**src/rtl/mini_mips_isa_pkg.sv**
```systemverilog
// Shared ISA constants and field-position helpers for the mini MIPS pipeline.
// Instruction layout, MSB to LSB: opcode | rs | rt | rd | func.
// The immediate is the low rd+func bits.
package mini_mips_isa_pkg;

    // Default field widths, giving a 16-bit instruction word.
    localparam int OP_W_DEF   = 4;
    localparam int REG_W_DEF  = 3;
    localparam int FUNC_W_DEF = 3;
    localparam int DATA_W_DEF = 32;

    // Opcode 0 selects the register-register (R-type) format.
    localparam int OPC_RTYPE  = 0;

    // Total instruction width for a given field configuration.
    function automatic int instr_width(input int op_w, input int reg_w, input int func_w);
        return op_w + 3 * reg_w + func_w;
    endfunction

    // Immediate width: the rd and func fields taken together.
    function automatic int imm_width(input int reg_w, input int func_w);
        return reg_w + func_w;
    endfunction

    // LSB position of each field within the instruction word.
    function automatic int op_lsb(input int reg_w, input int func_w);
        return 3 * reg_w + func_w;
    endfunction

    function automatic int rs_lsb(input int reg_w, input int func_w);
        return 2 * reg_w + func_w;
    endfunction

    function automatic int rt_lsb(input int reg_w, input int func_w);
        return reg_w + func_w;
    endfunction

    function automatic int rd_lsb(input int func_w);
        return func_w;
    endfunction

endpackage

```
**src/rtl/instr_decode_stage_if.sv**
```systemverilog
// Bundle between fetch, the decode stage and the register-read stage.
//
// Handshake: on both the input side (in_valid/in_ready) and the output side
// (out_valid/out_ready) a transfer happens on a rising clk edge where valid
// and ready are both 1. A sender holding valid=1 keeps its payload stable
// until the transfer, and never withdraws valid. The stage drives in_ready
// and all of its outputs from registers.
interface instr_decode_stage_if
    import mini_mips_isa_pkg::*;
#(
    parameter int OP_W   = OP_W_DEF,
    parameter int REG_W  = REG_W_DEF,
    parameter int FUNC_W = FUNC_W_DEF,
    parameter int DATA_W = DATA_W_DEF
);

    // Fetch side
    logic                                 in_valid;
    logic                                 in_ready;
    logic [OP_W+3*REG_W+FUNC_W-1:0]       in_instr;

    // Register-read side
    logic                                 out_valid;
    logic                                 out_ready;
    logic [OP_W-1:0]                      opcode;
    logic [REG_W-1:0]                     rs;
    logic [REG_W-1:0]                     rt;
    logic [REG_W-1:0]                     rd;
    logic [FUNC_W-1:0]                    func;
    logic [DATA_W-1:0]                    imm_ext;
    logic                                 is_rtype;
    logic [REG_W-1:0]                     dst_reg;
    logic                                 illegal;

    // Environment view: offers instructions and consumes decoded bundles.
    modport master (
        output in_valid, in_instr, out_ready,
        input  in_ready, out_valid, opcode, rs, rt, rd, func,
               imm_ext, is_rtype, dst_reg, illegal
    );

    // Decode stage view.
    modport slave (
        input  in_valid, in_instr, out_ready,
        output in_ready, out_valid, opcode, rs, rt, rd, func,
               imm_ext, is_rtype, dst_reg, illegal
    );

endinterface

```
**src/rtl/instr_field_extract.sv**
```systemverilog
// Purely combinational split of one instruction word into its fields plus
// derived control (extended immediate, destination register, R-type and
// illegal-opcode flags).
module instr_field_extract
    import mini_mips_isa_pkg::*;
#(
    parameter int                     OP_W       = OP_W_DEF,
    parameter int                     REG_W      = REG_W_DEF,
    parameter int                     FUNC_W     = FUNC_W_DEF,
    parameter int                     DATA_W     = DATA_W_DEF,
    parameter logic [2**OP_W-1:0]     ZEXT_MASK  = '0,
    parameter logic [2**OP_W-1:0]     LEGAL_MASK = '1
) (
    input  logic [OP_W+3*REG_W+FUNC_W-1:0] instr,
    output logic [OP_W-1:0]                opcode,
    output logic [REG_W-1:0]               rs,
    output logic [REG_W-1:0]               rt,
    output logic [REG_W-1:0]               rd,
    output logic [FUNC_W-1:0]              func,
    output logic [DATA_W-1:0]              imm_ext,
    output logic                           is_rtype,
    output logic [REG_W-1:0]               dst_reg,
    output logic                           illegal
);

    localparam int IMM_W   = imm_width(REG_W, FUNC_W);
    localparam int OP_LSB  = op_lsb(REG_W, FUNC_W);
    localparam int RS_LSB  = rs_lsb(REG_W, FUNC_W);
    localparam int RT_LSB  = rt_lsb(REG_W, FUNC_W);
    localparam int RD_LSB  = rd_lsb(FUNC_W);

    logic [IMM_W-1:0] imm;

    // Raw field slices.
    assign opcode = instr[OP_LSB +: OP_W];
    assign rs     = instr[RS_LSB +: REG_W];
    assign rt     = instr[RT_LSB +: REG_W];
    assign rd     = instr[RD_LSB +: REG_W];
    assign func   = instr[FUNC_W-1:0];
    assign imm    = instr[IMM_W-1:0];

    // Derived control: R-type writes rd, every other format writes rt.
    assign is_rtype = (opcode == OP_W'(OPC_RTYPE));
    assign dst_reg  = is_rtype ? rd : rt;
    assign illegal  = !LEGAL_MASK[opcode];

    // Immediate extension; the fill bit is 0 for zero-extending opcodes,
    // otherwise the immediate's top bit.
    generate
        if (DATA_W > IMM_W) begin : g_ext
            logic fill;
            assign fill    = ZEXT_MASK[opcode] ? 1'b0 : imm[IMM_W-1];
            assign imm_ext = {{(DATA_W-IMM_W){fill}}, imm};
        end else begin : g_noext
            assign imm_ext = imm;
        end
    endgenerate

endmodule

```
**src/rtl/instr_decode_stage.sv**
```systemverilog
// Registered instruction-decode stage. Two raw-instruction registers: main
// (drives the decoded outputs) and skid (absorbs one word when the consumer
// stalls), so in_ready can be a plain register with no combinational path
// from out_ready.
module instr_decode_stage
    import mini_mips_isa_pkg::*;
#(
    parameter int                     OP_W       = OP_W_DEF,
    parameter int                     REG_W      = REG_W_DEF,
    parameter int                     FUNC_W     = FUNC_W_DEF,
    parameter int                     DATA_W     = DATA_W_DEF,
    parameter logic [2**OP_W-1:0]     ZEXT_MASK  = '0,
    parameter logic [2**OP_W-1:0]     LEGAL_MASK = '1
) (
    input  logic                      clk,
    input  logic                      rst_n,
    input  logic                      flush,
    instr_decode_stage_if.slave       bus
);

    localparam int INSTR_W = instr_width(OP_W, REG_W, FUNC_W);

    logic [INSTR_W-1:0] main_q;
    logic [INSTR_W-1:0] main_d;
    logic [INSTR_W-1:0] skid_q;
    logic [INSTR_W-1:0] skid_d;
    logic               main_v_q;
    logic               main_v_d;
    logic               skid_v_q;
    logic               skid_v_d;
    logic               in_ready_q;
    logic               in_acc;
    logic               out_acc;

    assign in_acc  = bus.in_valid & in_ready_q;
    assign out_acc = main_v_q & bus.out_ready;

    assign bus.in_ready  = in_ready_q;
    assign bus.out_valid = main_v_q;

    // Next-state for the two buffers. Flush wins over every transfer; a
    // word accepted while skid is full cannot happen since in_ready is 0.
    always_comb begin
        main_d   = main_q;
        skid_d   = skid_q;
        main_v_d = main_v_q;
        skid_v_d = skid_v_q;
        if (flush) begin
            main_v_d = 1'b0;
            skid_v_d = 1'b0;
        end else if (skid_v_q) begin
            if (out_acc) begin
                main_d   = skid_q;
                skid_v_d = 1'b0;
            end
        end else if (in_acc) begin
            if (!main_v_q || out_acc) begin
                main_d   = bus.in_instr;
                main_v_d = 1'b1;
            end else begin
                skid_d   = bus.in_instr;
                skid_v_d = 1'b1;
            end
        end else if (out_acc) begin
            main_v_d = 1'b0;
        end
    end

    // Buffer registers; in_ready tracks the next skid occupancy so it is
    // always the registered complement of skid_valid (0 only in reset).
    always_ff @(posedge clk or negedge rst_n) begin
        if (!rst_n) begin
            main_q     <= '0;
            skid_q     <= '0;
            main_v_q   <= 1'b0;
            skid_v_q   <= 1'b0;
            in_ready_q <= 1'b0;
        end else begin
            main_q     <= main_d;
            skid_q     <= skid_d;
            main_v_q   <= main_v_d;
            skid_v_q   <= skid_v_d;
            in_ready_q <= !skid_v_d;
        end
    end

    instr_field_extract #(
        .OP_W       (OP_W),
        .REG_W      (REG_W),
        .FUNC_W     (FUNC_W),
        .DATA_W     (DATA_W),
        .ZEXT_MASK  (ZEXT_MASK),
        .LEGAL_MASK (LEGAL_MASK)
    ) u_extract (
        .instr    (main_q),
        .opcode   (bus.opcode),
        .rs       (bus.rs),
        .rt       (bus.rt),
        .rd       (bus.rd),
        .func     (bus.func),
        .imm_ext  (bus.imm_ext),
        .is_rtype (bus.is_rtype),
        .dst_reg  (bus.dst_reg),
        .illegal  (bus.illegal)
    );

endmodule

```
**src/flat_wrapper.sv**
```systemverilog
// flat-port wrapper written by rule: the top's interface ports become plain ports
module instr_decode_stage_flat import mini_mips_isa_pkg::*;
#(
    parameter int                     OP_W       = OP_W_DEF,
    parameter int                     REG_W      = REG_W_DEF,
    parameter int                     FUNC_W     = FUNC_W_DEF,
    parameter int                     DATA_W     = DATA_W_DEF,
    parameter logic [2**OP_W-1:0]     ZEXT_MASK  = '0,
    parameter logic [2**OP_W-1:0]     LEGAL_MASK = '1
)
  (clk, rst_n, flush, bus_in_valid, bus_in_instr, bus_out_ready, bus_in_ready, bus_out_valid, bus_opcode, bus_rs, bus_rt, bus_rd, bus_func, bus_imm_ext, bus_is_rtype, bus_dst_reg, bus_illegal);
  instr_decode_stage_if #(.OP_W(OP_W), .REG_W(REG_W), .FUNC_W(FUNC_W), .DATA_W(DATA_W)) bus_i ();
  input  logic clk;
  input  logic rst_n;
  input  logic flush;
  input wire logic [$bits(bus_i.in_valid)-1:0] bus_in_valid;
  input wire logic [$bits(bus_i.in_instr)-1:0] bus_in_instr;
  input wire logic [$bits(bus_i.out_ready)-1:0] bus_out_ready;
  output wire logic [$bits(bus_i.in_ready)-1:0] bus_in_ready;
  output wire logic [$bits(bus_i.out_valid)-1:0] bus_out_valid;
  output wire logic [$bits(bus_i.opcode)-1:0] bus_opcode;
  output wire logic [$bits(bus_i.rs)-1:0] bus_rs;
  output wire logic [$bits(bus_i.rt)-1:0] bus_rt;
  output wire logic [$bits(bus_i.rd)-1:0] bus_rd;
  output wire logic [$bits(bus_i.func)-1:0] bus_func;
  output wire logic [$bits(bus_i.imm_ext)-1:0] bus_imm_ext;
  output wire logic [$bits(bus_i.is_rtype)-1:0] bus_is_rtype;
  output wire logic [$bits(bus_i.dst_reg)-1:0] bus_dst_reg;
  output wire logic [$bits(bus_i.illegal)-1:0] bus_illegal;
  assign bus_i.in_valid = bus_in_valid;
  assign bus_i.in_instr = bus_in_instr;
  assign bus_i.out_ready = bus_out_ready;
  assign bus_in_ready = bus_i.in_ready;
  assign bus_out_valid = bus_i.out_valid;
  assign bus_opcode = bus_i.opcode;
  assign bus_rs = bus_i.rs;
  assign bus_rt = bus_i.rt;
  assign bus_rd = bus_i.rd;
  assign bus_func = bus_i.func;
  assign bus_imm_ext = bus_i.imm_ext;
  assign bus_is_rtype = bus_i.is_rtype;
  assign bus_dst_reg = bus_i.dst_reg;
  assign bus_illegal = bus_i.illegal;
  instr_decode_stage #(.OP_W(OP_W), .REG_W(REG_W), .FUNC_W(FUNC_W), .DATA_W(DATA_W), .ZEXT_MASK(ZEXT_MASK), .LEGAL_MASK(LEGAL_MASK)) u_core (.clk(clk), .rst_n(rst_n), .flush(flush), .bus(bus_i));
endmodule
```
**config.mk**
```make
export PLATFORM = sky130hd
export DESIGN_NAME = instr_decode_stage_flat
export DESIGN_NICKNAME = d
export VERILOG_FILES = /design/src/rtl/mini_mips_isa_pkg.sv /design/src/rtl/instr_decode_stage_if.sv /design/src/rtl/instr_field_extract.sv /design/src/rtl/instr_decode_stage.sv /design/src/flat_wrapper.sv
export SDC_FILE = /design/constraint.sdc
export NUM_CORES = 1
export LEC_CHECK = 0
export ABC_CLOCK_PERIOD_IN_PS = 3200
export BUFFER_PORTS_ARGS = -buffer_cell sky130_fd_sc_hd__buf_2
export CORE_MARGIN = 2
export CORE_UTILIZATION = 34
export CTS_BUF_LIST = sky130_fd_sc_hd__clkbuf_4 sky130_fd_sc_hd__clkbuf_8
export DETAILED_ROUTE_END_ITERATION = 10
export MAX_ROUTING_LAYER = met4
export SLEW_MARGIN = 10
export SYNTH_ARGS = -nofsm -noshare
export SYNTH_HDL_FRONTEND = slang
export SYNTH_HIERARCHICAL = 1
export SYNTH_SLANG_ARGS = --single-unit
```
**constraint.sdc**
```tcl
create_clock -name clk -period 3.2 [get_ports clk]
set_clock_uncertainty 0.1 [all_clocks]
set_input_delay 0.32 -clock clk [delete_from_list [all_inputs] [get_ports clk]]
set_output_delay 0.32 -clock clk [all_outputs]
set_load 0.005 [all_outputs]
```
==> results.md <==
- Hold Vio Cnt, Final: 0
- Global-route wire length before repair: 5.26 mm
- Total gr overflow: 0
- CTS Buffer Depth: 2
- Area share of the largest cell type after synthesis: 43.8%
- F_max: 466 MHz
- CTS tree: done
- Nets: 203
- IO buf count: 74
- CP Class: flip-flop to flip-flop
- Drt wl/cell: 13.2 microns
- CP endpoint kind: flip-flop
- Clock sink total: 35
- Setup violations, final: 0
- FP Rows: 27
- Crit Path Max Fanout: 18
- Ant diodes: 0
- CTS H-tree depth: 2
- Seq/Total Area, Yosys: 43.8%
- # resized after CTS: 0
- Outcome: finished clean
- Post-route ant nets: 0
- Initial antenna violation count: 0
- Worst path required time: 3.26 ns
- Post-Syn Area: 0.00200 sq mm
- Post-synth net total: 174
- Maximum vdd drop: 287 uV
- Total CTS buffers: 5
- Critical path, cell by cell: nand3b_4, or4b_1, mux2_4
- Arr. time, crit path: 2.21 ns
- Distinct cells, synth: 17
- Via density: 4.45
- Clock Latency Late Sink: 0.28 ns
- Switching Fraction: 28.2%
- Least-Margin Pin Slew: 0.923 ns
- Global routing's busiest layer: met2
- CP Launch Type: flip-flop
- Met1 Use GR: 13.3%
- Register area: 876 sq um
- Avg Cell Area, Syn: 13.1 sq um
- Fill count: 562
- Internal power: 955 uW
- Post-synth EDFFs: 0
- Highest-delay cell along the critical path: or4b_1
- Hold buffers post-CTS: 0
- Final worst path period share: 67.0%
- Routability cong.: 0.671
- Pre-Repair DR Iteration Count: 4
- Async SR Flop Fraction: 100%
- Drt total wl: 3.37 mm
- Min Clock Period, post-route: 2.14 ns
- Effective utilization at floorplan: 35.6%
- Die area: 0.00651 sq mm
- Setup TNS: 0 ns
- Slew headroom: 38.5%
- Post-synth top area cell: dfrtp_1
- Total GRT Usage: 10.9%
- Share of power burned in registers: 48.2%
- Met2 GRT Util: 17.8%
- Clock-pin slew on the worst setup and hold paths: 0.07 ns
- Final Max Tran Viols: 0
- Top_reg_cell synth: dfrtp_1
- Leakage: 1.05 nW
- Clock power frac: 23.3%
- Area of the multi-input gates: 709 sq um
- Pin count of the biggest net entering global routing: 36
- Max-cap violations: 0
- Cells after Synth: 153
- Layout cell share with drive strength beyond 1: 75.4%
- Via Count: 1134
- Design Power: 1.33 mW
- Area of the core: 0.00561 sq mm
- Hold/Removal Path Class: input pin to async pin
- Synthesis-to-layout area growth: 7.76%
- Top area cells in the synthesized netlist: dfrtp_1, mux2_2, buf_4
- RSZ-0062 raised after global routing: no
- Post-DP HPWL: 2.39 mm
- Power density over the cells: 617 mW/mm^2
- Combinational power share: 28.5%
- Die extent in y: 80.7 microns
- Flops & latches, synth: 35
- Die Width: 80.7 microns
- Vias in the first global route: 1097
- M3 GR Usage: 3.15%
- CP peak stage delay: 0.94 ns
- I/O Pins: 76
- Post-CTS setup buffer count: 0
- CTS root buffer: clkbuf_8
- Remaining DRCs: 0
- Buf/Inv on CP: 0
- Psw: 374 uW
- Initial detailed-routing violation count: 21
- Cell with the most instances after synthesis: buf_4
- Yosys warnings: 6
- Most instantiated cells after synthesis: buf_4, mux2_2, dfrtp_1
- Crit path max-delay family: simple AND/OR/NAND/NOR gates
state kept, by name (all words and copies together), names as in the netlist:
signal	cells
u_core/main_q	16
u_core/skid_q	16
u_core/bus.in_ready	1
u_core/bus.out_valid	1
u_core/skid_v_q	1
worst paths after layout:
| kind | from | to | slack, ns | cells past startpoint |
|---|---|---|---|---|
| max | u_core/skid_v_q$_DFF_PN0_ | u_core/skid_q[11]$_DFFE_PN0P_ | 1.06 | 3 |
| min | rst_n | u_core/skid_q[13]$_DFFE_PN0P_ | 0.01 | 1 |
| max in group asynchronous | rst_n | u_core/main_q[8]$_DFFE_PN0P_ | 2.49 | 1 |
| min in group clk | flush | u_core/bus.out_valid$_DFFE_PN0P_ | 0.14 | 2 |
| max reg2reg | u_core/skid_v_q$_DFF_PN0_ | u_core/skid_q[11]$_DFFE_PN0P_ | 1.06 | 3 |
| min reg2reg | u_core/skid_q[5]$_DFFE_PN0P_ | u_core/skid_q[5]$_DFFE_PN0P_ | 0.40 | 1 |
layer usage:
metal,share of wire [%],vias to the layer above
met1,45,549
met2,47,56
met4,0,0
li1,-,529
met5,0,-
met3,8.0,0
cell families (layout without fill, tap and decap cells):
family	Yosys count	count (layout)	share of synthesized area (%)
compound gates	3	3	1.25
buf+inv	55	85	20.7
flops	35	35	43.8
mux	51	51	30.2
other cells	1	1	0.188
simple gates	8	8	3.82
cell type report:
cell class	instances	share of cell area (%)
Sequential cell	35	40.7
Clock buffer	6	3.54
Timing Repair Buffer	76	17.9
Tap cell	72	4.18
Inverter	1	0.174
Multi-Input combinational cell	63	32.9
Clock inverter	2	0.581
cells in the final DEF (no fill, tap or decap):
master,synthesis,final
inv_1,1,1
nand2_1,3,3
mux2_2,43,43
clkinvlp_4,0,1
nand3b_1,1,1
conb_1,1,1
clkinv_2,0,1
buf_4,51,2
dfrtp_1,35,35
clkbuf_8,0,5
clkbuf_4,0,1
and2_1,1,1
nand3b_4,1,1
mux2_4,8,8
o21ai_0,1,1
nor4_4,1,1
or4b_1,1,1
buf_2,0,74
a21oi_1,1,1
a221oi_2,1,1
per-stage QoR:
stage	worst slack [ns]	hold slack, ns	instances	utilization, %	cell area (sq um)
floorplan	1.37	-0.0756	153	-	2000
global placement	1.06	0.356	247	36.8	2060
detailed placement	1.04	0.363	247	36.8	2060
CTS	1.04	0.0469	255	38.4	2150
global route	0.982	0.0706	255	38.4	2150
finish	1.06	0.0141	255	38.4	2150
power by group through the flow:
stage                     clock [mW]  sequential [mW]  combinational, mW
after global placement             0            0.646              0.380
after detailed placement           0            0.649              0.387
after global routing           0.347            0.662              0.423
after CTS                      0.329            0.643              0.385
final                          0.310            0.641              0.378
after floorplan                    0            0.628              0.395
No activity file was read; power rests on OpenSTA's default activity.
